File: config.mk
export PLATFORM = sky130hd
export DESIGN_NAME = dual_port_ram
export DESIGN_NICKNAME = d
export VERILOG_FILES = /design/src/rtl/dual_port_ram.sv
export SDC_FILE = /design/constraint.sdc
export NUM_CORES = 1
export LEC_CHECK = 0
export ABC_AREA = 1
export CAP_MARGIN = 10
export CORE_MARGIN = 3
export CORE_UTILIZATION = 61
export DETAILED_ROUTE_END_ITERATION = 10
export PLACE_DENSITY = 0.77
export SLEW_MARGIN = 20
export SYNTH_ARGS = -nofsm -noshare
export SYNTH_HDL_FRONTEND = slang
export SYNTH_SLANG_ARGS = --single-unit
File: constraint.sdc
create_clock -name Clk -period 2.7 [get_ports Clk]
set_input_delay 0.675 -clock Clk [delete_from_list [all_inputs] [get_ports Clk]]
set_output_delay 0.675 -clock Clk [all_outputs]
set_load 0.1 [all_outputs]
File: src/rtl/dual_port_ram.sv
// Simple-dual-port RAM with one write port and one read port on a single clock.
// It provides byte-lane write enables, a read latency of 1 or 2 cycles, a
// selectable read-during-write result, and dropping plus flagging of
// out-of-range accesses. When CLEAR_ON_RESET is set, it zeroes every word
// after reset and ignores requests while that clear runs.
module dual_port_ram #(
  parameter int ADDR_WIDTH     = 4,
  parameter int MEMORY_DEPTH   = 16,
  parameter int MEM_WIDTH      = 16,
  parameter int BYTE_WIDTH     = 8,
  parameter int RD_LATENCY     = 1,
  parameter int RDW_MODE       = 0,
  parameter int CLEAR_ON_RESET = 1
) (
  input  logic                             Clk,
  input  logic                             Rst,
  input  logic                             WrEn,
  input  logic [ADDR_WIDTH-1:0]            WrAddress,
  input  logic [MEM_WIDTH-1:0]             WrData,
  input  logic [MEM_WIDTH/BYTE_WIDTH-1:0]  WrByteEn,
  input  logic                             RdEn,
  input  logic [ADDR_WIDTH-1:0]            RdAddress,
  output logic [MEM_WIDTH-1:0]             RdData,
  output logic                             RdValid,
  output logic                             Busy,
  output logic                             AddrErr
);

  localparam int NUM_BYTES = MEM_WIDTH / BYTE_WIDTH;
  localparam int IDX_W     = (MEMORY_DEPTH > 1) ? $clog2(MEMORY_DEPTH) : 1;
  localparam logic [ADDR_WIDTH:0] DEPTH_LIMIT = (ADDR_WIDTH+1)'(MEMORY_DEPTH);
  localparam logic [IDX_W-1:0]    LAST_IDX    = IDX_W'(MEMORY_DEPTH - 1);

  typedef enum logic {
    CLEAR,
    READY
  } stateT;

  stateT                state;
  logic [IDX_W-1:0]     clrIdx;
  logic [MEM_WIDTH-1:0] mem [MEMORY_DEPTH];

  logic                 wrInRange;
  logic                 rdInRange;
  logic [IDX_W-1:0]     wrIdx;
  logic [IDX_W-1:0]     rdIdx;
  logic                 wrAccept;
  logic                 rdAccept;
  logic                 errNow;
  logic [MEM_WIDTH-1:0] rdWord;

  logic                 p1Valid;
  logic [MEM_WIDTH-1:0] p1Data;
  logic                 p2Valid;
  logic [MEM_WIDTH-1:0] p2Data;

  // The address is compared with one extra bit so that an address at or past the depth is never folded onto a real word.
  assign wrInRange = {1'b0, WrAddress} < DEPTH_LIMIT;
  assign rdInRange = {1'b0, RdAddress} < DEPTH_LIMIT;
  assign wrIdx     = WrAddress[IDX_W-1:0];
  assign rdIdx     = RdAddress[IDX_W-1:0];

  // Requests count only in READY and outside reset. An out-of-range read is still accepted and returns zero.
  assign wrAccept = (state == READY) && !Rst && WrEn && wrInRange;
  assign rdAccept = (state == READY) && !Rst && RdEn;
  assign errNow   = (state == READY) && !Rst &&
                    ((WrEn && !wrInRange) || (RdEn && !rdInRange));

  // Read word selection: zero when the address is out of range. In merged mode, lanes being written this cycle are replaced by the new data.
  always_comb begin
    rdWord = '0;
    if (rdInRange) begin
      rdWord = mem[rdIdx];
      if ((RDW_MODE == 1) && wrAccept && (wrIdx == rdIdx)) begin
        for (int b = 0; b < NUM_BYTES; b++) begin
          if (WrByteEn[b]) begin
            rdWord[b*BYTE_WIDTH +: BYTE_WIDTH] = WrData[b*BYTE_WIDTH +: BYTE_WIDTH];
          end
        end
      end
    end
  end

  // Control FSM: a clear sweep after reset, then steady READY. Busy is registered together with the state.
  always_ff @(posedge Clk) begin
    if (Rst) begin
      clrIdx <= '0;
      if (CLEAR_ON_RESET != 0) begin
        state <= CLEAR;
        Busy  <= 1'b1;
      end else begin
        state <= READY;
        Busy  <= 1'b0;
      end
    end else begin
      case (state)
        CLEAR: begin
          if (clrIdx == LAST_IDX) begin
            state  <= READY;
            Busy   <= 1'b0;
            clrIdx <= '0;
          end else begin
            clrIdx <= clrIdx + 1'b1;
          end
        end
        READY: begin
          Busy <= 1'b0;
        end
        default: begin
          state <= READY;
          Busy  <= 1'b0;
        end
      endcase
    end
  end

  // Storage array: the clear sweep writes one zero word per cycle. Otherwise an accepted write updates only its enabled byte lanes.
  always_ff @(posedge Clk) begin
    if (!Rst) begin
      if (state == CLEAR) begin
        mem[clrIdx] <= '0;
      end else if (wrAccept) begin
        for (int b = 0; b < NUM_BYTES; b++) begin
          if (WrByteEn[b]) begin
            mem[wrIdx][b*BYTE_WIDTH +: BYTE_WIDTH] <= WrData[b*BYTE_WIDTH +: BYTE_WIDTH];
          end
        end
      end
    end
  end

  // Read pipeline: data registers load only with a valid read, so the output holds between reads.
  always_ff @(posedge Clk) begin
    if (Rst) begin
      p1Valid <= 1'b0;
      p1Data  <= '0;
      p2Valid <= 1'b0;
      p2Data  <= '0;
    end else begin
      p1Valid <= rdAccept;
      if (rdAccept) begin
        p1Data <= rdWord;
      end
      p2Valid <= p1Valid;
      if (p1Valid) begin
        p2Data <= p1Data;
      end
    end
  end

  // Error flag: one pulse per offending cycle, whichever port or ports caused it.
  always_ff @(posedge Clk) begin
    if (Rst) begin
      AddrErr <= 1'b0;
    end else begin
      AddrErr <= errNow;
    end
  end

  assign RdData  = (RD_LATENCY == 2) ? p2Data  : p1Data;
  assign RdValid = (RD_LATENCY == 2) ? p2Valid : p1Valid;

endmodule
======== Word level (Yosys, flattened, before mapping) ========
Memories as Yosys holds them, arrays and structs flattened. A register that Yosys moved wholly into a read port is not among the register bits.
Index checks and enable logic that the tools add are counted.
W data, S select, Z words.
operators by class
  add/sub/neg operators ................... 1
  equality and inequality tests ........... 2
  muxes and demuxes ....................... 21
  bitwise operators ....................... 1
  reduce and logical (&&, ||, !) cells .... 5
operators by type and width
  cell                   number
  $mux W1                16
  $mux W16               1
  $reduce_or A16 Y1      1
  $mux W4                2
  $add A4 B1 Y4 const B  1
  $eq A4 B4 Y1 const B   1
  $logic_and A1 B1 Y1    3
  $mux W2                1
  $ne A2 B2 Y1 const B   1
  $pmux W1 S2            1
  $logic_not A1 Y1       1
  $not A1 Y1             1
word-level totals
  register bits after elaboration ......... 7
  RAM bits ................................ 256
  bits of input ports ..................... 30
  output and inout bits ................... 19
  word-level logic and storage cells ...... 35
  memories kept ........................... 1
memory list
  name  words  bits a word  read ports  clocked after Yosys merged registers in  write ports  line  text
  mem   16     16           1           1                                        1            41    logic [MEM_WIDTH-1:0] mem [MEMORY_DEPTH];

======== Longest topological paths before layout ========
Gate-level depths: netlist (run 1).
  depth after elaboration ................. 9
  depth in mapped cells ................... 11
  gate-level depth less buffers ........... 9

======== Worst setup path after synthesis (run 1) ========
No wires, ideal clock.
  path kind ............................... input to register
  from .................................... in Rst
  to ...................................... mem mem[4][0] (enable)
  setup time .............................. 0.370 ns
  arrival ................................. 1.800 ns
  data required time ...................... 2.330 ns
  slack ................................... 0.530 ns
  stages on the path ...................... 8
  path buffers ............................ 1
  cells stage by stage .................... inv_2 > nand4_1 > nand2_2 > buf_12 > o21ai_2 > nor2_4 > nand2_1 > nor2_1
between the ends
  word-level cells in the longest chain between the ends .. 9
  elaborated cells on any way between the ends .. 16
  those cells by class .................... mux (12); reduce/logical (4)
RTL lines
  item                                          line  text
  start: declaration                            16    input logic Rst,
  $logic_not A1 Y1                              --
  $logic_and A1 B1 Y1                           --
  $logic_and A1 B1 Y1                           64    assign wrAccept = (state == READY) && !Rst && WrEn && wrInRange;
  $mux W1                                       122   end else if (wrAccept) begin
  $mux W1                                       120   if (state == CLEAR) begin
  $mux W1                                       119   if (!Rst) begin
  $mux W1 (implied by the code)                 125   mem[wrIdx][b*BYTE_WIDTH +: BYTE_WIDTH] <= WrData[b*BYTE_WIDTH +: BYTE_WIDTH];
  $reduce_or A16 Y1 (no line)                   --
  $mux W4 (no line) or $mux W2 (tied branches)  --
  end: declaration                              41
Several ways; a longest one is shown, not always the timed one.

======== Final worst setup path (run 1) ========
  from .................................... in Rst
  to ...................................... mem mem[6][10] (enable)
Same word-level chain as after synthesis.

==> out/qor.txt, run 1 <==
Multi-input logic area - 3080 um2
Row cnt - 51
Vias per cell - 5.47
Top-Level Pins - 49
Register area share after synthesis - 66.9%
CP Class - primary input to flop
Vias in the first global route - 8,408
TritonCTS clock tree - built
Gate Count Post-Synth - 1,239
Port buffer count - 47
Initial Utilization - 62.4%
Layout cell share with drive strength beyond 1 - 11.8%
Fin. max-slew vios - 0
Max Clock Skew - 15.8 ps
Worst reg-to-reg path cell count - 8
GRT Resource Usage Total - 26.7%
Final period utilization - 82.5%
Post-synthesis async set-or-reset flop share - 0%
Dpl ws - -46.8 ps
Wirelength, routed - 29,000 um
Fmax - 449 MHz
DRT iter0 DRCs - 1,020
Worst-Skew Late Latency - 530 ps
Crit. End Element - flop
Final hold slack - 504 ps
Worst min-delay path startpoint - Busy
Hold Vio Cnt, Final - 0
Routability cong. - 0.854
Sink Count - 279
Peak supply drop - 640 uV
N_diodes - 0
Grt total ovfl - 0
Hold Path End - Busy
First-pass GRT wire length - 44,900 um
Post-synth net total - 1,270
Final setup vio count - 0
Leak - 6.34 nW
# DRC - 0
Synth Area per Inst - 9.83 um2
Worst-case clock buffer depth - 3
Yosys warns - 0
Crit path DAT - 2450 ps
Die area - 21,700 um2
CTS Buf Count - 27
Status - finished, final reports clean
Max-Cap Viols - 0
Final worst setup slack - 473 ps
Reg-to-Reg End - mem[8][5]
Post-CTS sizing - 0
Hold depth - 2
Register area - 8150 um2
Core area - 19,500 um2
DIE HEIGHT - 147 um
DR WL/cell - 18.0 um
EDFF count, synth - 256
Startpoint types - primary input
Clock root buffer - clkbuf_16
RSZ-0062 raised after global routing - false
Total Power - 9.17 mW
Pwr dens - 637 nW/um2
Synth cell types - 22
Worst-path maximum fanout - 14
Antenna viol nets, final - 0
Die X - 147 um
Layout net count - 1,355
Required time of the worst setup path - 2930 ps
Type of the most critical hold path - flop to flop
Hpwl dp - 18,400 um
Syn-to-layout area delta - 18.2%
Clock transition at the registers of the reported paths - 60 ps
Slew headroom - 59.0%
Synthesized flop and latch total - 279
Worst Tran Pin Value - 614 ps
Initial antenna violation count - 0
Filler cell count - 1,352
R2R Path Start - state
DR vias - 8,805
Setup repair bufs after CTS - 0
Hold Buf Count CTS - 0
Post-Syn Area - 12,200 um2
CTS H-tree depth - 1
FF-to-FF setup slack - 650 ps
First-pass detailed-route iteration total - 5
Largest net degree at the start of global routing - 66
Setup TNS after final layout - 0 ps
Fin crit period - 2230 ps
Top_reg_cell synth - edfxtp_1
-- logic make-up (layout without fill, tap and decap cells) --
logic type | Yosys count | in the layout | synth area share [%]
AND/OR/NAND/NOR | 707 | 707 | 24.3
flip-flops | 279 | 279 | 66.9
buffers and inverters | 236 | 341 | 7.79
AO/OA/AOI/OAI | 15 | 15 | 0.884
adder cells (fa/ha/maj) | 1 | 1 | 0.103
other | 1 | 1 | 0.0308
-- power breakdown --
| group | switching, mW | total (mW) | leakage (nW) | internal, mW |
|---|---|---|---|---|
| Clock | 1.54 | 3.96 | 0.466 | 2.41 |
| Combinational | 0.330 | 0.504 | 2.94 | 0.175 |
| Sequential | 0.0171 | 4.71 | 2.93 | 4.70 |
-- sequential cells by signal, indices dropped and copies added (netlist names) --
signal and flops:
mem 256, RdValid 1, state 1, Busy 1, RdData 16, clrIdx 4
-- area by class of cell --
cell class                      count  area share, %
Tap cell                          265           2.30
Multi-Input combinational cell    724           21.4
Clock inverter                     20           1.84
Clock buffer                       29           4.75
Inverter                          176           4.60
Timing Repair Buffer              116           8.50
Sequential cell                   279           56.6
-- synthesized netlist by cell type (all sizes together) (3+ instances only) --
library cell | instances | area share (%)
nand4 | 3 | 0.15
a21oi | 5 | 0.21
buf | 43 | 1.8
nand2 | 467 | 14
clkbuf | 17 | 0.52
edfxtp | 256 | 63
nand3 | 178 | 7.3
o21ai | 9 | 0.62
nor2 | 59 | 2.3
dfxtp | 23 | 3.8
inv | 176 | 5.4
-- per-stage QoR --
stage               area, um2  instances  util [%]
finish                  14400       1609      73.7
global route            14400       1609      73.7
CTS                     14400       1609      73.7
detailed placement      13400       1560      68.9
global placement        13400       1560      68.9
floorplan               12200       1239         -
-- per-layer routing --
metal,wire length [um],vias up,track usage [%]
li1,-,4152,-
met1,11200,4110,36.6
met2,14400,476,45.0
met3,2670,67,3.92
met4,756,0,8.20
met5,0,-,0
-- cell usage in the layout (no fill, tap or decap), types with 3 or more instances in the layout --
cell	count
nand2_1	462
edfxtp_1	256
nand3_1	178
inv_1	171
buf_4	65
nor2_1	51
clkbuf_16	27
clkdlybuf4s50_1	27
dfxtp_1	23
buf_12	23
clkinv_2	9
nor2_4	8
bufinv_16	6
nand2_2	5
o21ai_2	5
a21oi_1	5
inv_2	4
nand4_1	3
o21ai_0	3
-- critical path, cell delays in order --
cell             delay, ps
clkdlybuf4s50_1        520
inv_2                   70
nand4_1                110
nand2_2                110
buf_12                 170
nand2_1                100
o21ai_4                 90
nor2_4                 180
nand2_1                110
nor2_1                 120
buf_4                  190
-- how the worst max path moves through the flow --
stage | start | endpoint | slack (ps)
6_report | Rst | mem[6][10] | 470
5_1_grt | Rst | mem[8][4] | 370
4_1_cts | Rst | mem[8][5] | 490
3_5_place_dp | Rst | mem[8][13] | -50
3_3_place_gp | Rst | mem[11][4] | 40
2_1_floorplan | Rst | mem[4][0] | 530
(Power assumes the default switching activity.)
==> run 2: changes to the inputs <==
==> constraint.sdc (replaced) <==
create_clock -name Clk -period 2.25 [get_ports Clk]
set_input_delay 0.5625 -clock Clk [delete_from_list [all_inputs] [get_ports Clk]]
set_output_delay 0.5625 -clock Clk [all_outputs]
set_load 0.1 [all_outputs]
==> out/qor.txt, run 2 (synthesis gave the netlist of run 1 again) <==
Status - finished, final reports clean (unchanged)
Clock root buffer - clkbuf_16 (unchanged)
Vias in the first global route - 8,549 (was 8,408)
Leak - 6.34 nW (about the same)
Number of cells on the critical path - 11 (unchanged)
Type of the most critical hold path - flop to flop (unchanged)
Die X - 147 um (unchanged)
Commonest non-fill, non-tap cell in the layout - nand2_1 (unchanged)
Slew headroom - 56.0% (was 59.0%)
Crit path DAT - 2380 ps (was 2450 ps)
Slowest cell on crit path - clkdlybuf4s50_1 (unchanged)
Max-Cap Viols - 0 (unchanged)
Layout net count - 1,359 (was 1,355)
Final period utilization - 95.3%
Hold depth - 2 (unchanged)
CTS H-tree depth - 1 (unchanged)
Worst reg-to-reg path cell count - 8 (unchanged)
Worst min-delay path startpoint - Busy (unchanged)
CTS Buf Count - 26 (was 27)
DRT iter0 DRCs - 1,116 (was 1,020)
Worst-path maximum fanout - 14 (unchanged)
Final hold slack - 513 ps (was 504 ps)
Worst-Skew Late Latency - 530 ps (about the same)
Grt total ovfl - 0 (unchanged)
RSZ-0062 raised after global routing - false (unchanged)
Hpwl dp - 18,400 um (about the same)
Worst Tran Pin Value - 660 ps (was 614 ps)
N_diodes - 0 (unchanged)
Top cell by count, worst path - nand2_1 (unchanged)
Sink Count - 279 (unchanged)
TritonCTS clock tree - built (unchanged)
Placed inst area - 13,500 um2 (was 13,400 um2)
Initial Utilization - 62.4% (unchanged)
Final Core Density - 73.7% (about the same)
CP Class - primary input to flop (unchanged)
Post-CTS sizing - 0 (unchanged)
Hold Vio Cnt, Final - 0 (unchanged)
Core area - 19,500 um2 (unchanged)
Max Clock Skew - 18.8 ps (was 15.8 ps)
Row cnt - 51 (unchanged)
Crit. End Element - flop (unchanged)
Max FFs per register - 256 (unchanged)
Filler cell count - 1,320 (was 1,352)
Crit-path leading delay family - buffers and inverters (unchanged)
Peak supply drop - 641 uV (was 640 uV)
Required time of the worst setup path - 2490 ps (was 2930 ps)
Top-Level Pins - 49 (unchanged)
DR WL/cell - 18.2 um (was 18.0 um)
Port buffer count - 47 (unchanged)
First-pass GRT wire length - 46,000 um (was 44,900 um)
Final setup vio count - 0 (unchanged)
Setup crit start - Rst (unchanged)
Fin. max-slew vios - 0 (unchanged)
Cell Count, Final, Fillers Out - 1,613 (was 1,609)
Hold Buf Count CTS - 0 (unchanged)
GRT Resource Usage Total - 27.5% (was 26.7%)
Dpl ws - -374 ps (was -46.8 ps)
DIE HEIGHT - 147 um (unchanged)
Pwr dens - 756 nW/um2 (was 637 nW/um2)
Post-route cell area - 14,400 um2 (about the same)
Fin crit period - 2140 ps
Wirelength, routed - 29,400 um (was 29,000 um)
R2R Path Start - state (unchanged)
Final worst setup slack - 106 ps (was 473 ps)
Clock transition at the registers of the reported paths - 60 ps (about the same)
Syn-to-layout area delta - 18.2% (about the same)
Max incr delay on CP - 530 ps (was 520 ps)
Worst-case clock buffer depth - 3 (unchanged)
Initial antenna violation count - 0 (unchanged)
First-pass detailed-route iteration total - 7 (was 5)
# DRC - 0 (unchanged)
DR vias - 8,801 (was 8,805)
Setup repair bufs after CTS - 0 (unchanged)
Commonest non-fill, non-tap cells in the layout - nand2_1, edfxtp_1, nand3_1 (unchanged)
Startpoint types - primary input (unchanged)
Total Power - 10.9 mW (was 9.17 mW)
Setup TNS after final layout - 0 ps (unchanged)
Vias per cell - 5.46 (was 5.47)
Placed insts - 1,565 (was 1,560)
Largest net degree at the start of global routing - 113 (was 66)
CP bufs+invs - 4 (unchanged)
Layout cell share with drive strength beyond 1 - 11.5% (was 11.8%)
Die area - 21,700 um2 (unchanged)
Largest Register - mem (unchanged)
Crit-path cells - clkdlybuf4s50_1 -> inv_2 -> nand4_1 -> nand2_2 -> buf_12 -> nand2_1 -> o21ai_4 -> nor2_4 -> nand2_1 -> nor2_1 -> buf_4 (unchanged)
Fmax - 466 MHz
Antenna viol nets, final - 0 (unchanged)
Routability cong. - 0.898 (was 0.854)
run 2: tightest hold or removal path: stages (launching register included):
cell	delay [ps]
dfxtp_1	320
nor2_1	100
nor2_1	50
run 2: path summary, 6_finish.rpt:
| path | end | slack, ps |
|---|---|---|
| hold reg to reg | Busy | 510 |
| setup reg to reg | mem[5][3] | 170 |
| setup / recovery | mem[2][0] | 110 |
| hold / removal | Busy | 510 |
run 2: cell type report:
class | instances | area (um2) | area share [%]
inverters | 176 | 662 | 4.60
multi-input cells | 724 | 3080 | 21.4
clock buffers | 39 | 761 | 5.29
flip-flops and latches | 279 | 8150 | 56.6
repair buffers | 121 | 1260 | 8.77
clock inverters | 9 | 144 | 1.00
well taps | 265 | 332 | 2.30
run 2: power breakdown:
part           internal (mW)  total [mW]  leakage, nW  switching, mW
Sequential              5.64        5.66         2.93         0.0217
Combinational          0.213       0.611         2.97          0.398
Clock                   2.79        4.61        0.436           1.82
run 2: routing by layer:
metal  track usage (%)  wire length (um)
met4              8.85               856
met3              4.47              2810
met2              46.0             14600
met1              37.3             11100
met5                 0                 0
==> run 3: changes to the inputs <==
--- a/config.mk
+++ b/config.mk
@@ -10,6 +10,7 @@
 export CORE_MARGIN = 3
 export CORE_UTILIZATION = 61
 export DETAILED_ROUTE_END_ITERATION = 10
+export HOLD_SLACK_MARGIN = 0.15
 export PLACE_DENSITY = 0.77
 export SLEW_MARGIN = 20
 export SYNTH_ARGS = -nofsm -noshare
==> results of run 3 <==
The final DEF is identical to that of run 2; final timing and power are the same.
